### config.mk
export PLATFORM = sky130hd
export DESIGN_NAME = addr_bus_arbiter
export DESIGN_NICKNAME = d
export VERILOG_FILES = /design/src/rtl/addr_bus_arbiter.sv
export SDC_FILE = /design/constraint.sdc
export NUM_CORES = 1
export LEC_CHECK = 0
export ABC_AREA = 1
export CAP_MARGIN = 15
export CORE_MARGIN = 1.5
export CORE_UTILIZATION = 49
export DETAILED_ROUTE_END_ITERATION = 8
export PLACE_DENSITY = 0.8
export SYNTH_ARGS = -nofsm -noshare
export SYNTH_HDL_FRONTEND = slang
export SYNTH_SLANG_ARGS = --single-unit
### constraint.sdc
create_clock -name clk -period 2.57 [get_ports clk]
set_input_delay 0.257 -clock clk [delete_from_list [all_inputs] [get_ports clk]]
set_output_delay 0.257 -clock clk [all_outputs]
set_load 0.01 [all_outputs]
### src/rtl/addr_bus_arbiter.sv
// addr_bus_arbiter: round-robin owner of the shared decoder address bus.
// One registered grant per tenure, a one-cycle dead gap between owners,
// and a hold limit whose forced release is flagged on timeout_err.
//
// Ports:
//   clk          rising-edge clock
//   rst_n        asynchronous active-low reset
//   req          per-requester request vector
//   req_addr     packed requester addresses, slice i at [i*ADDR_W +: ADDR_W]
//   release_req  per-requester release; only the owner's bit is honoured
//   gnt          one-hot registered grant
//   owner        index of current owner, 0 when idle
//   bus_addr     address latched at grant time, held through the gap
//   bus_valid    high while bus_addr belongs to a live owner
//   timeout_err  one-cycle pulse in the gap after a forced release

module addr_bus_arbiter #(
    parameter int N_REQ    = 4,
    parameter int ADDR_W   = 3,
    parameter int HOLD_MAX = 15
) (
    input  logic                      clk,
    input  logic                      rst_n,
    input  logic [N_REQ-1:0]          req,
    input  logic [N_REQ*ADDR_W-1:0]   req_addr,
    input  logic [N_REQ-1:0]          release_req,
    output logic [N_REQ-1:0]          gnt,
    output logic [$clog2(N_REQ)-1:0]  owner,
    output logic [ADDR_W-1:0]         bus_addr,
    output logic                      bus_valid,
    output logic                      timeout_err
);

    localparam int PTR_W = $clog2(N_REQ);
    localparam int CNT_W = $clog2(HOLD_MAX + 1);

    localparam logic [PTR_W-1:0] PTR_RST  = PTR_W'(N_REQ - 1);
    localparam logic [CNT_W-1:0] CNT_LAST = CNT_W'(HOLD_MAX - 1);

    typedef enum logic [1:0] {
        IDLE,
        OWN,
        GAP
    } state_t;

    state_t state, state_n;

    logic [PTR_W-1:0]  rr_ptr, rr_ptr_n;
    logic [CNT_W-1:0]  cnt, cnt_n;
    logic [N_REQ-1:0]  gnt_n;
    logic [PTR_W-1:0]  owner_n;
    logic [ADDR_W-1:0] bus_addr_n;
    logic              bus_valid_n;
    logic              timeout_err_n;

    logic              win_found;
    logic [PTR_W-1:0]  win_idx;
    logic              own_rel;
    logic              own_req;
    logic              hold_done;

    // Unpacked view of the requester address slices.
    logic [ADDR_W-1:0] addr_arr [N_REQ];

    for (genvar g = 0; g < N_REQ; g++) begin : g_addr
        assign addr_arr[g] = req_addr[g*ADDR_W +: ADDR_W];
    end

    // Round-robin search: first requester after rr_ptr, wrapping.
    // rr_ptr holds the last owner, so it gets the lowest priority.
    always_comb begin : arb
        int               idx;
        logic [PTR_W-1:0] cand;
        win_found = 1'b0;
        win_idx   = '0;
        idx       = 0;
        cand      = '0;
        for (int k = 1; k <= N_REQ; k++) begin
            idx  = (int'(rr_ptr) + k) % N_REQ;
            cand = PTR_W'(idx);
            if (!win_found && req[cand]) begin
                win_found = 1'b1;
                win_idx   = cand;
            end
        end
    end

    assign own_rel   = release_req[owner];
    assign own_req   = req[owner];
    assign hold_done = (cnt == CNT_LAST);

    always_ff @(posedge clk or negedge rst_n) begin
        if (!rst_n) begin
            state       <= IDLE;
            rr_ptr      <= PTR_RST;
            cnt         <= '0;
            gnt         <= '0;
            owner       <= '0;
            bus_addr    <= '0;
            bus_valid   <= 1'b0;
            timeout_err <= 1'b0;
        end else begin
            state       <= state_n;
            rr_ptr      <= rr_ptr_n;
            cnt         <= cnt_n;
            gnt         <= gnt_n;
            owner       <= owner_n;
            bus_addr    <= bus_addr_n;
            bus_valid   <= bus_valid_n;
            timeout_err <= timeout_err_n;
        end
    end

    always_comb begin
        state_n       = state;
        rr_ptr_n      = rr_ptr;
        cnt_n         = cnt;
        gnt_n         = gnt;
        owner_n       = owner;
        bus_addr_n    = bus_addr;
        bus_valid_n   = bus_valid;
        timeout_err_n = 1'b0;

        unique case (state)
            IDLE, GAP: begin
                gnt_n       = '0;
                owner_n     = '0;
                bus_valid_n = 1'b0;
                if (win_found) begin
                    state_n         = OWN;
                    gnt_n[win_idx]  = 1'b1;
                    owner_n         = win_idx;
                    bus_addr_n      = addr_arr[win_idx];
                    bus_valid_n     = 1'b1;
                    rr_ptr_n        = win_idx;
                    cnt_n           = '0;
                end else begin
                    state_n = IDLE;
                end
            end

            OWN: begin
                if (own_rel || !own_req || hold_done) begin
                    state_n     = GAP;
                    gnt_n       = '0;
                    owner_n     = '0;
                    bus_valid_n = 1'b0;
                    // Only a pure timeout is flagged; a release or
                    // request drop in the same cycle is voluntary.
                    timeout_err_n = !own_rel && own_req;
                end else begin
                    cnt_n = cnt + 1'b1;
                end
            end

            default: begin
                state_n = IDLE;
            end
        endcase
    end

endmodule
**Yosys cells after proc, flatten, opt, wreduce, memory -nomap -nowiden**

Cells that the tools add are included.

- Register bits after elaboration: 19
- Output and inout bits: 11

- Eq/ne operators: 6
- Reductions and logical operators: 18
- Bitwise logic cells: 1
- Add/sub/neg operators: 5
- $lt $le $gt $ge: 8
- Multiplexer cells: 42

Operators by type and width:

| operator | count |
|---|---|
| $lt A2 B3 Y1 const B | 6 |
| $mux W1 | 16 |
| $mux W4 | 4 |
| $pmux W4 S2 | 2 |
| $mux W2 | 7 |
| $bmux W1 S2 | 6 |
| $pmux W2 S2 | 2 |
| $bmux W3 S2 | 1 |
| $mux W3 | 2 |
| $ne A2 B2 Y1 const B | 3 |
| $logic_and A1 B1 Y1 | 5 |
| $logic_not A1 Y1 | 5 |
| $add A2 B1 Y2 const B | 2 |
| $add A2 B2 Y2 const B | 2 |
| $add A4 B1 Y4 const B | 1 |
| $eq A4 B4 Y1 const B | 1 |
| $reduce_and A2 Y1 | 2 |
| $ge A3 B3 Y1 const B | 1 |
| $not A2 Y3 | 1 |
| $reduce_and A3 Y1 | 1 |
| $demux W1 S2 | 1 |
| $eq A2 B1 Y1 const B | 1 |
| $eq A2 B2 Y1 const B | 1 |
| $ge A2 B1 Y1 const B | 1 |
| 5 further kinds | 6 |

**Depth between registers and ports, before layout**

Gate-level depths: netlist of run 1.

- Depth in word-level cells: 19
- Mapped depth: 16

**Least setup slack after synthesis of run 1**

Ideal clock, no wire load.

- Path kind: reg-to-reg
- Start: register rr_ptr[0]
- End: register bus_addr[2]
- Setup time: 116 ps
- Data required time: 2,454 ps
- Arrival: 1,657 ps
- Stages on the path, launching flop included: 15
- Setup slack: 796 ps
- Clock period less this slack: 1,774 ps
- Path through: dfstp_2 buf_6 inv_6 nand2_2 nand3_2 nand2_2 nand4_1 nand2_2 nand3_4 nand2_2 nand2_1 nand2_1 nand2_1 nand2_1 nand2_1

- Word-level cells in the longest chain between the ends: 17
- Elaborated cells on any way between the ends: 31
- Classes of those cells: add/sub: 4; mux: 19; bitwise: 1; reduce/logical: 7

Ends and longest elaborated chain:

| item | RTL line | text |
|---|---|---|
| start, declared | 48 | `logic [PTR_W-1:0] rr_ptr, rr_ptr_n;` |
| start signal, assigned | 104 | `rr_ptr <= rr_ptr_n;` |
| $add A2 B1 Y2 | 79 | `idx = (int'(rr_ptr) + k) % N_REQ;` |
| $bmux W1 S2 | 81 | `if (!win_found && req[cand]) begin` |
| $mux W1 (not written as such) | 81 |  |
| $mux W1 | 81 |  |
| $logic_not A1 Y1 | 81 |  |
| $logic_and A1 B1 Y1 | 81 |  |
| $mux W1 | 81 |  |
| $logic_not A1 Y1 | 81 |  |
| $logic_and A1 B1 Y1 | 81 |  |
| $mux W1 | 81 |  |
| $logic_not A1 Y1 | 81 |  |
| $logic_and A1 B1 Y1 | 81 |  |
| $mux W2 | 81 |  |
| $not A2 Y3 (not written as such) | 133 | `bus_addr_n = addr_arr[win_idx];` |
| $bmux W3 S2 | 133 |  |
| $mux W3 (not written as such) (2 in a row) | 133 |  |
| end signal, assigned | 108 | `bus_addr <= bus_addr_n;` |
| end, declared | 29 | `output logic [ADDR_W-1:0] bus_addr,` |

Several ways; a longest one is shown, not always the timed one. The select of a mux whose other input is x is not followed.
A chain may end at the register's enable or synchronous reset.

**Worst setup path after layout of run 1**

Ends and elaborated chain as after synthesis.

==> results of run 1 <==
-- cell type report --
cell class                 count  area, sq um  area share
clock inverter                 1         5.00     0.00298
sequential                    19          478       0.284
clock buffer                   3         22.5      0.0134
timing repair buffer          32          320       0.191
multi-input combinational    128          729       0.434
inverter                      22         87.6      0.0521
tap                           30         37.5      0.0223
-- state kept, by name, summed over array words and instances, names as in the netlist --
register	flops
bus_addr	3
timeout_err	1
gnt	4
owner	2
state	2
bus_valid	1
cnt	4
rr_ptr	2
-- where the power goes --
group / leakage (uW) / internal (uW) / switching, uW
combinational: 0.000560 / 575 / 1010
clock: 0.0000177 / 58.1 / 89.7
sequential: 0.000242 / 429 / 101
total: 0.000820 / 1060 / 1200
-- per-layer routing --
layer | track usage | vias to the layer above
li1 | - | 623
met2 | 0.371 | 26
met1 | 0.239 | 557
met4 | 0.0625 | 0
met3 | 0.0246 | 5
met5 | 0 | -
-- metrics by stage --
step                setup slack [ps]  area (sq um)  hold slack [ps]  instances
floorplan                        796          1310            -38.6        171
global placement                 555          1650              447        231
detailed placement               470          1650              453        231
CTS                              529          1680              441        235
global route                     348          1680              490        235
finish                           513          1680              416        235
-- critical path, stage by stage, from the launching register on --
cell     delay (ps)
dfstp_2         690
inv_6           100
nand2_1          90
nand2_2          80
nand2_4         100
nand2_4          70
nand2_1          60
nand2_1          70
nand2_2         140
nand3_4         190
nand2_2          90
nand2_1          60
nand2_1          50
nand2_1          60
nand2_1          50
nand2_1          50
-- final timing paths --
path | start | endpoint | slack, ps | depth (start not counted)
worst max-delay path | rr_ptr[0] | bus_addr[2] | 510 | 15
max in group asynchronous | rst_n | state[1] | 1640 | 1
worst min-delay path | rst_n | cnt[3] | 420 | 1
worst min register to register | state[1] | state[1] | 470 | 1
min in group clk | state[1] | state[1] | 470 | 1
worst max register to register | rr_ptr[0] | bus_addr[2] | 510 | 15
-- layout by cell type, fill, tap and decap left out --
cell,n
nand3_2,3
clkinv_2,1
o21ai_0,8
ha_1,2
dfstp_2,2
nor3_1,1
a21oi_1,4
nand3_1,12
nand4_4,1
inv_2,5
inv_6,1
o31ai_1,2
dfrtp_1,17
nand2_1,48
nor2_8,1
nor2_1,7
clkbuf_4,3
nand2_4,5
nand4_1,8
nand3_4,2
o21ai_1,6
nand2_2,17
inv_1,16
clkdlybuf4s50_1,32
and2_4,1
-- kinds of logic after synthesis --
logic type      count (synthesis)
flops                          19
simple gates                  106
buf+inv                        24
compound gates                 20
fa+ha+maj                       2
==> impl_metrics.env, run 1 <==
export IMPL_die_area_sq_um=3000
export IMPL_synth_top_family_by_area="simple AND/OR/NAND/NOR gates"
export IMPL_tritoncts="done"
export IMPL_synth_edf_count=0
export IMPL_wl_met3_um=111
export IMPL_final_util=0.672
export IMPL_cts_hold_buf=0
export IMPL_required_ps=2780
export IMPL_start_kind="flop"
export IMPL_synthArstFlopShare=1.00
export IMPL_max_freq_mhz=486
export IMPL_overflow=0
export IMPL_rsz0062_at_grt="no"
export IMPL_start_util=0.526
export IMPL_syn_area_per_cell_sq_um=7.68
export IMPL_muxShareOfSynthArea=0
export IMPL_drt_met1_wl_um=1310
export IMPL_yosysMostFrequentCell="nand2_1"
export IMPL_period_minus_slack_ps=2060
export IMPL_ctsResizeCount=0
export IMPL_cts_htree_levels=1
export IMPL_met2_length_um=1340
export IMPL_first_global_vias=1082
export IMPL_synth_seq_area_share=0.364
export IMPL_drv_cap=0
export IMPL_drive_above_1_share=0.205
export IMPL_area_delta_synth_final_pct=27.9
export IMPL_finalSetupViolCount=0
export IMPL_design_core_area_sq_um=2500
export IMPL_highest_layer="met4"
export IMPL_synth_xor_area_share=0
export IMPL_die_h_um=54.8
export IMPL_row_count=18
export IMPL_grt_pass1_wl_um=4370
export IMPL_netlist_instances=171
export IMPL_fp_dieW_um=54.8
export IMPL_fill_cells=211
export IMPL_p_leak_uw=0.000820
export IMPL_first_pass_iters=4
export IMPL_cp_max_fo=10
export IMPL_final_hold_viol_count=0
export IMPL_syn_nets=195
export IMPL_drc=0
export IMPL_tns_ps=0
export IMPL_endpoint_kind="flop"
export IMPL_synth_compound_area_frac=0.0800
export IMPL_cp_arrival_ps=2260
export IMPL_synth_cell_types=24
export IMPL_grtUsageTotal=0.201
export IMPL_fin_nets=230
export IMPL_hp_class="input port to asynchronous set/reset pin"
export IMPL_gp_congestion=0.851
export IMPL_status="finished, final reports clean"
export IMPL_dp_hpwl_um=2190
export IMPL_clkSinkCount=19
export IMPL_maxSlewHeadroom=0.451
export IMPL_io_pins=33
export IMPL_tightest_slew_ps=821
export IMPL_powerDensity_nw_per_um2=1340
export IMPL_cts_buffers=3
export IMPL_synth_fa_ha_area_frac=0.0190
export IMPL_antenna_found_initial=0
export IMPL_ir_drop_v=0.000796
export IMPL_clockBufferDepth=2
export IMPL_path_clk_slew_ps=110
export IMPL_fin_crit_sh=0.800
export IMPL_worstSetupPathType="flop to flop"
export IMPL_clock_latency_ps=300
export IMPL_power_uw=2260
export IMPL_grt_max_degree=20
export IMPL_port_buffers=32
export IMPL_yosysTopAreaCell="dfrtp_1"
export IMPL_totalWireLength_um=2800
export IMPL_cts_repair_timing_setup_buffer_count=0
export IMPL_synth_warnings=0
export IMPL_synth_commonest_cells="48 x nand2_1, 17 x dfrtp_1, 17 x nand2_2"
export IMPL_synthFlopType="dfrtp_1"
export IMPL_yosys_top_cells_area="dfrtp_1 32%, nand2_1 14%, nand2_2 8.1%, nand3_1 4.6%, inv_1 4.6%"
export IMPL_drtIter0Drc=19
export IMPL_synth_top_area_share=0.324
export IMPL_skew_ps=11.4
export IMPL_vias=1211
export IMPL_wl_per_cell_um=11.9
export IMPL_synth_seq_cells=19
export IMPL_netlist_area_sq_um=1310
export IMPL_vias_per_cell=5.15
export IMPL_ant_nets=0
export IMPL_synthSimpleGateAreaFrac=0.456
export IMPL_slew_viol_final=0
export IMPL_clk_root_buffer_cell="clkbuf_4"
export IMPL_diodes=0
Note: power is estimated with default switching activity, not from simulation.
==> run 2, diff against run 1 <==
Clock period 2.57 ns to 2 ns, I/O delays scaled along.
==> run 2 against run 1 <==
Critical path type unchanged. Largest power group unchanged. Hold slack got worse by 180 ps. Critical path depth decreased by 1. Non-clock buffer count increased by 11. Wire length increased by 21%. Sequential cell count unchanged. Clock-buffer cell count increased by 1. Final cell count increased by 5.1%. Design area increased by 9.9%. Global-route usage increased by 1.4 points. Core utilization increased by 6.7 points. Maximum frequency increased by 3.3%. Setup slack got worse by 500 ps.
==> impl_metrics.env, run 2 (same netlist as run 1, synthesis figures left out) <==
export IMPL_status="finished, final reports clean"
export IMPL_design_core_area_sq_um=2500
export IMPL_grt_pass1_wl_um=4770
export IMPL_vias=1308
export IMPL_r2r_end="bus_addr[2]"
export IMPL_final_hold_viol_count=0
export IMPL_cp_max_fo=8
export IMPL_gp_congestion=0.847
export IMPL_netSwitchingPower_uw=1730
export IMPL_die_area_sq_um=3000
export IMPL_endpoint_kind="flop"
export IMPL_clkSinkCount=19
export IMPL_finalSetupViolCount=0
export IMPL_maxSlewHeadroom=0.815
export IMPL_drv_cap=0
export IMPL_mostFrequentLayoutCells="41 x nand2_1, 32 x clkdlybuf4s50_1, 18 x nand2_2, 17 x dfrtp_1, 16 x inv_1"
export IMPL_fin_crit_sh=0.995
export IMPL_fin_nets=242
export IMPL_cp_arrival_ps=2220
export IMPL_fill_cells=201
export IMPL_port_buffers=32
export IMPL_cts_htree_levels=1
export IMPL_startpoint="rr_ptr[0]"
export IMPL_slew_viol_final=0
export IMPL_dp_hpwl_um=2300
export IMPL_critPathBufInv=1
export IMPL_path_clk_slew_ps=100
export IMPL_clkPwrFrac=0.055
export IMPL_largest_registers="cnt (4), gnt (4), bus_addr (3)"
export IMPL_row_count=18
export IMPL_clock_latency_ps=280
export IMPL_crit_slowest_cell="dfstp_2"
export IMPL_start_kind="flop"
export IMPL_powerDensity_nw_per_um2=1810
export IMPL_max_freq_mhz=502
export IMPL_start_util=0.526
export IMPL_first_global_vias=1168
export IMPL_p_int_uw=1600
export IMPL_area_delta_synth_final_pct=40.6
export IMPL_worstReg2RegStart="rr_ptr[0]"
export IMPL_vias_per_cell=5.30
export IMPL_drc=0
export IMPL_reg2reg_depth=14
export IMPL_die_h_um=54.8
export IMPL_register_area_sq_um=478
export IMPL_tritoncts="done"
export IMPL_ant_nets=0
export IMPL_clockBufferDepth=2
export IMPL_crit_path_frequent_cell="nand2_1"
export IMPL_p_seq_frac=0.201
export IMPL_hold_slack_ps=233
export IMPL_worstSetupPathType="flop to flop"
export IMPL_hp_class="input port to asynchronous set/reset pin"
export IMPL_grtUsageTotal=0.215
export IMPL_power_uw=3340
export IMPL_switching_share=0.519
export IMPL_final_common_cell="nand2_1"
export IMPL_first_pass_iters=4
export IMPL_grt_max_degree=20
export IMPL_p_leak_uw=0.000899
export IMPL_cp_cell_sequence="clkinv_4 > nand2_2 > nand2_4 > nand2_4 > nand2_4 > nor2_8 > nand4_4 > nand3_4 > nand2_2 > nand2_1 > nand2_1 > nand2_1 > nand2_1 > nand2_1"
export IMPL_cts_hold_buf=0
export IMPL_crit_path_end="bus_addr[2]"
export IMPL_tightest_slew_ps=275
export IMPL_overflow=0
export IMPL_rsz0062_at_grt="yes"
export IMPL_crit_path_max_incr_delay_ps=610
export IMPL_diodes=0
export IMPL_skew_ps=4.13
export IMPL_required_ps=2230
export IMPL_drtIter0Drc=25
export IMPL_period_minus_slack_ps=1990
export IMPL_fp_dieW_um=54.8
export IMPL_worst_path_stages=14
export IMPL_drive_above_1_share=0.286
export IMPL_cts_buffers=3
export IMPL_totalWireLength_um=3400
export IMPL_power_share_combinational=0.744
export IMPL_io_pins=33
export IMPL_multi_input_area_sq_um=802
export IMPL_r2r_setup_slack_ps=9
export IMPL_critPathTopFamily="simple AND/OR/NAND/NOR gates"
export IMPL_antenna_found_initial=0
export IMPL_wl_per_cell_um=13.7
export IMPL_ir_drop_v=0.00113
export IMPL_clk_root_buffer_cell="clkbuf_4"
==> run 2: cell count changes in the layout (fill, tap and decap cells not counted), moves of 2 or more <==
| cell | before | now |
|---|---|---|
| o21ai_1 | 6 | 8 |
| nand2_4 | 5 | 11 |
| o21ai_0 | 8 | 5 |
| buf_4 | 0 | 10 |
| nand2_1 | 48 | 41 |
==> run 2: worst min path at each step <==
stage | startpoint | endpoint | slack (ps) | cells after the start
floorplan | rst_n | bus_addr[0] | -100 | 0
CTS | rst_n | cnt[0] | 230 | 2
global route | rst_n | bus_addr[0] | 240 | 2
detailed placement | state[1] | state[1] | 460 | 1
finish | rst_n | bus_addr[0] | 230 | 2
global placement | state[1] | state[1] | 450 | 1
==> run 2: metrics by stage <==
step	cell area [sq um]	setup WS [ps]	setup TNS, ps	cells	util
6_report	1850	9.06	0	247	0.739
5_1_grt	1850	-114	-745	247	0.739
4_1_cts	1720	15.9	0	240	0.688
3_5_place_dp	1680	-32.1	-52.6	234	0.670
3_3_place_gp	1680	46.8	0	234	0.670
2_1_floorplan	1310	226	0	171	-
==> run 2: per-layer routing <==
metal  track usage  wire (um)  vias to the layer above
met4        0.0625         67                        0
met3        0.0191        116                        8
met1         0.282       1500                      612
met2         0.375       1710                       37
met5             0          0                        -
li1              -          -                      651
==> run 2: power groups by stage <==
stage	clock [uW]	sequential [uW]	combinational [uW]
floorplan	0	677	1570
global placement	0	683	2000
detailed placement	0	691	2050
CTS	189	682	2140
global route	206	689	2730
finish	182	671	2480
==> run 2: timing repair <==
action,4_1_cts,5_1_grt
gates cloned,1,0
pin swaps,1,9
setup buffers,1,7
hold endpoints to repair,0,0
gates resized for setup,0,20
setup endpoints to repair,2,13
==> run 2: area by class of cell <==
| type | instances | share of cell area |
|---|---|---|
| Multi-Input combinational cell | 129 | 0.434 |
| Clock buffer | 4 | 0.0142 |
| Inverter | 22 | 0.0474 |
| Tap cell | 30 | 0.0203 |
| Timing Repair Buffer | 43 | 0.225 |
| Sequential cell | 19 | 0.259 |
==> run 2: worst register-to-register path: cells and delay by family, from the launching register on <==
family / cells / cell delay [ps]
simple gates: 13 / 1210
flops: 1 / 610
buf+inv: 1 / 130
==> run 3, diff against run 2 <==
Settings changed: SKIP_CTS_REPAIR_TIMING from default to 1.
==> run 3 against run 2 <==
The flow now finishes with violations (negative setup slack). Combinational power is essentially flat. Via count grew 3.1%. Largest power group unchanged. Die area is the same. Design area grew 0.14%.
==> impl_metrics.env, run 3 (same netlist as run 1, synthesis figures left out) <==
export IMPL_start_kind="flop"
export IMPL_drc=0
export IMPL_grt_max_degree=20
export IMPL_io_pins=33
export IMPL_drtIter0Drc=33
export IMPL_dp_cells=234
export IMPL_grt_pass1_wl_um=4720
export IMPL_skew_ps=3.66
export IMPL_first_global_vias=1150
export IMPL_ir_drop_v=0.00109
export IMPL_die_h_um=54.8
export IMPL_largest_registers="cnt (4), gnt (4), bus_addr (3)"
export IMPL_fp_dieW_um=54.8
export IMPL_drive_above_1_share=0.291
export IMPL_ant_nets=0
export IMPL_endpoint_kind="flop"
export IMPL_final_hold_viol_count=0
export IMPL_cp_arrival_ps=2270
export IMPL_mostFrequentLayoutCells="41 x nand2_1, 32 x clkdlybuf4s50_1, 20 x nand2_2, 17 x dfrtp_1, 16 x inv_1"
export IMPL_fin_crit_sh=1.05
export IMPL_vias=1349
export IMPL_path_clk_slew_ps=100
export IMPL_period_minus_slack_ps=2090
export IMPL_worst_slack_ps=-90.0
export IMPL_cts_buffers=3
export IMPL_start_util=0.526
export IMPL_wl_per_cell_um=14.0
export IMPL_gp_congestion=0.847
export IMPL_port_buffers=32
export IMPL_fin_nets=245
export IMPL_slew_viol_final=0
export IMPL_diodes=0
export IMPL_finalSetupViolCount=4
export IMPL_tns_ps=-226
export IMPL_tightest_slew_ps=349
export IMPL_grtUsageTotal=0.213
export IMPL_vias_per_cell=5.40
export IMPL_totalWireLength_um=3500
export IMPL_drv_cap=0
export IMPL_post_place_ws_ps=-32.1
export IMPL_p_leak_uw=0.000904
export IMPL_rsz0062_at_grt="yes"
export IMPL_clkSinkCount=19
export IMPL_worstSetupPathType="flop to flop"
export IMPL_dp_hpwl_um=2300
export IMPL_status="complete, but fails checks"
export IMPL_overflow=0
export IMPL_maxSlewHeadroom=0.765
export IMPL_clock_latency_ps=280
export IMPL_hold_slack_ps=234
export IMPL_violations="negative setup slack"
export IMPL_clockBufferDepth=2
export IMPL_antenna_found_initial=0
export IMPL_required_ps=2180
export IMPL_tritoncts="done"
export IMPL_clk_root_buffer_cell="clkbuf_4"
export IMPL_hp_class="input port to asynchronous set/reset pin"
export IMPL_area_delta_synth_final_pct=40.8
export IMPL_cts_htree_levels=1
export IMPL_final_common_cell="nand2_1"
export IMPL_first_pass_iters=4
export IMPL_cp_max_fo=7
export IMPL_powerDensity_nw_per_um2=1820
export IMPL_row_count=18
export IMPL_power_uw=3360
export IMPL_stdcell_count=250
export IMPL_design_core_area_sq_um=2500
export IMPL_max_freq_mhz=478
export IMPL_die_area_sq_um=3000
==> run 3: changes by cell type in the layout (fill, tap and decap cells not counted), sizes merged <==
cell  previous run  this run
buf             11        14
==> run 3: layout make-up <==
cell class	count	area, sq um
tap	30	37.5
multi-input combinational	129	788
inverter	22	90.1
fill	204	651
timing repair buffer	46	429
sequential	19	478
clock buffer	4	26.3
==> run 3: critical path: stages (launching register included) <==
cell	delay (ps)
dfstp_2	600
buf_6	130
nand2_1	100
nand3_2	100
nand2_2	120
o31ai_1	370
inv_1	110
nand2_2	150
inv_2	80
nand2_1	70
nand2_1	60
nand2_1	60
nand2_1	50
==> run 3: final timing paths <==
kind / startpoint / endpoint / slack (ps) / cells past startpoint
max: rr_ptr[0] / bus_addr[2] / -90 / 12
min: rst_n / bus_valid / 230 / 2
max reg2reg: rr_ptr[0] / bus_addr[2] / -90 / 12
min reg2reg: state[1] / state[1] / 470 / 1
max in group asynchronous: rst_n / rr_ptr[1] / 1510 / 2
min in group clk: state[1] / state[1] / 470 / 1
==> run 3: routing by layer <==
| metal | wire, um | vias up | GRT usage |
|---|---|---|---|
| li1 | - | 658 | - |
| met3 | 155 | 10 | 0.0191 |
| met4 | 94 | 0 | 0.0625 |
| met1 | 1490 | 634 | 0.279 |
| met5 | 0 | - | 0 |
| met2 | 1760 | 47 | 0.371 |
==> run 3: metrics by stage <==
| step | cell area, sq um | util |
|---|---|---|
| after global routing | 1850 | 0.740 |
| final | 1850 | 0.740 |
| after detailed placement | 1680 | 0.670 |
| after CTS | 1700 | 0.681 |
| after global placement | 1680 | 0.670 |
| after floorplan | 1310 | - |
==> run 3: power breakdown <==
group	leakage (uW)	switching, uW	internal, uW
Sequential	0.000242	120	552
Clock	0.0000150	104	77.3
Combinational	0.000647	1530	981
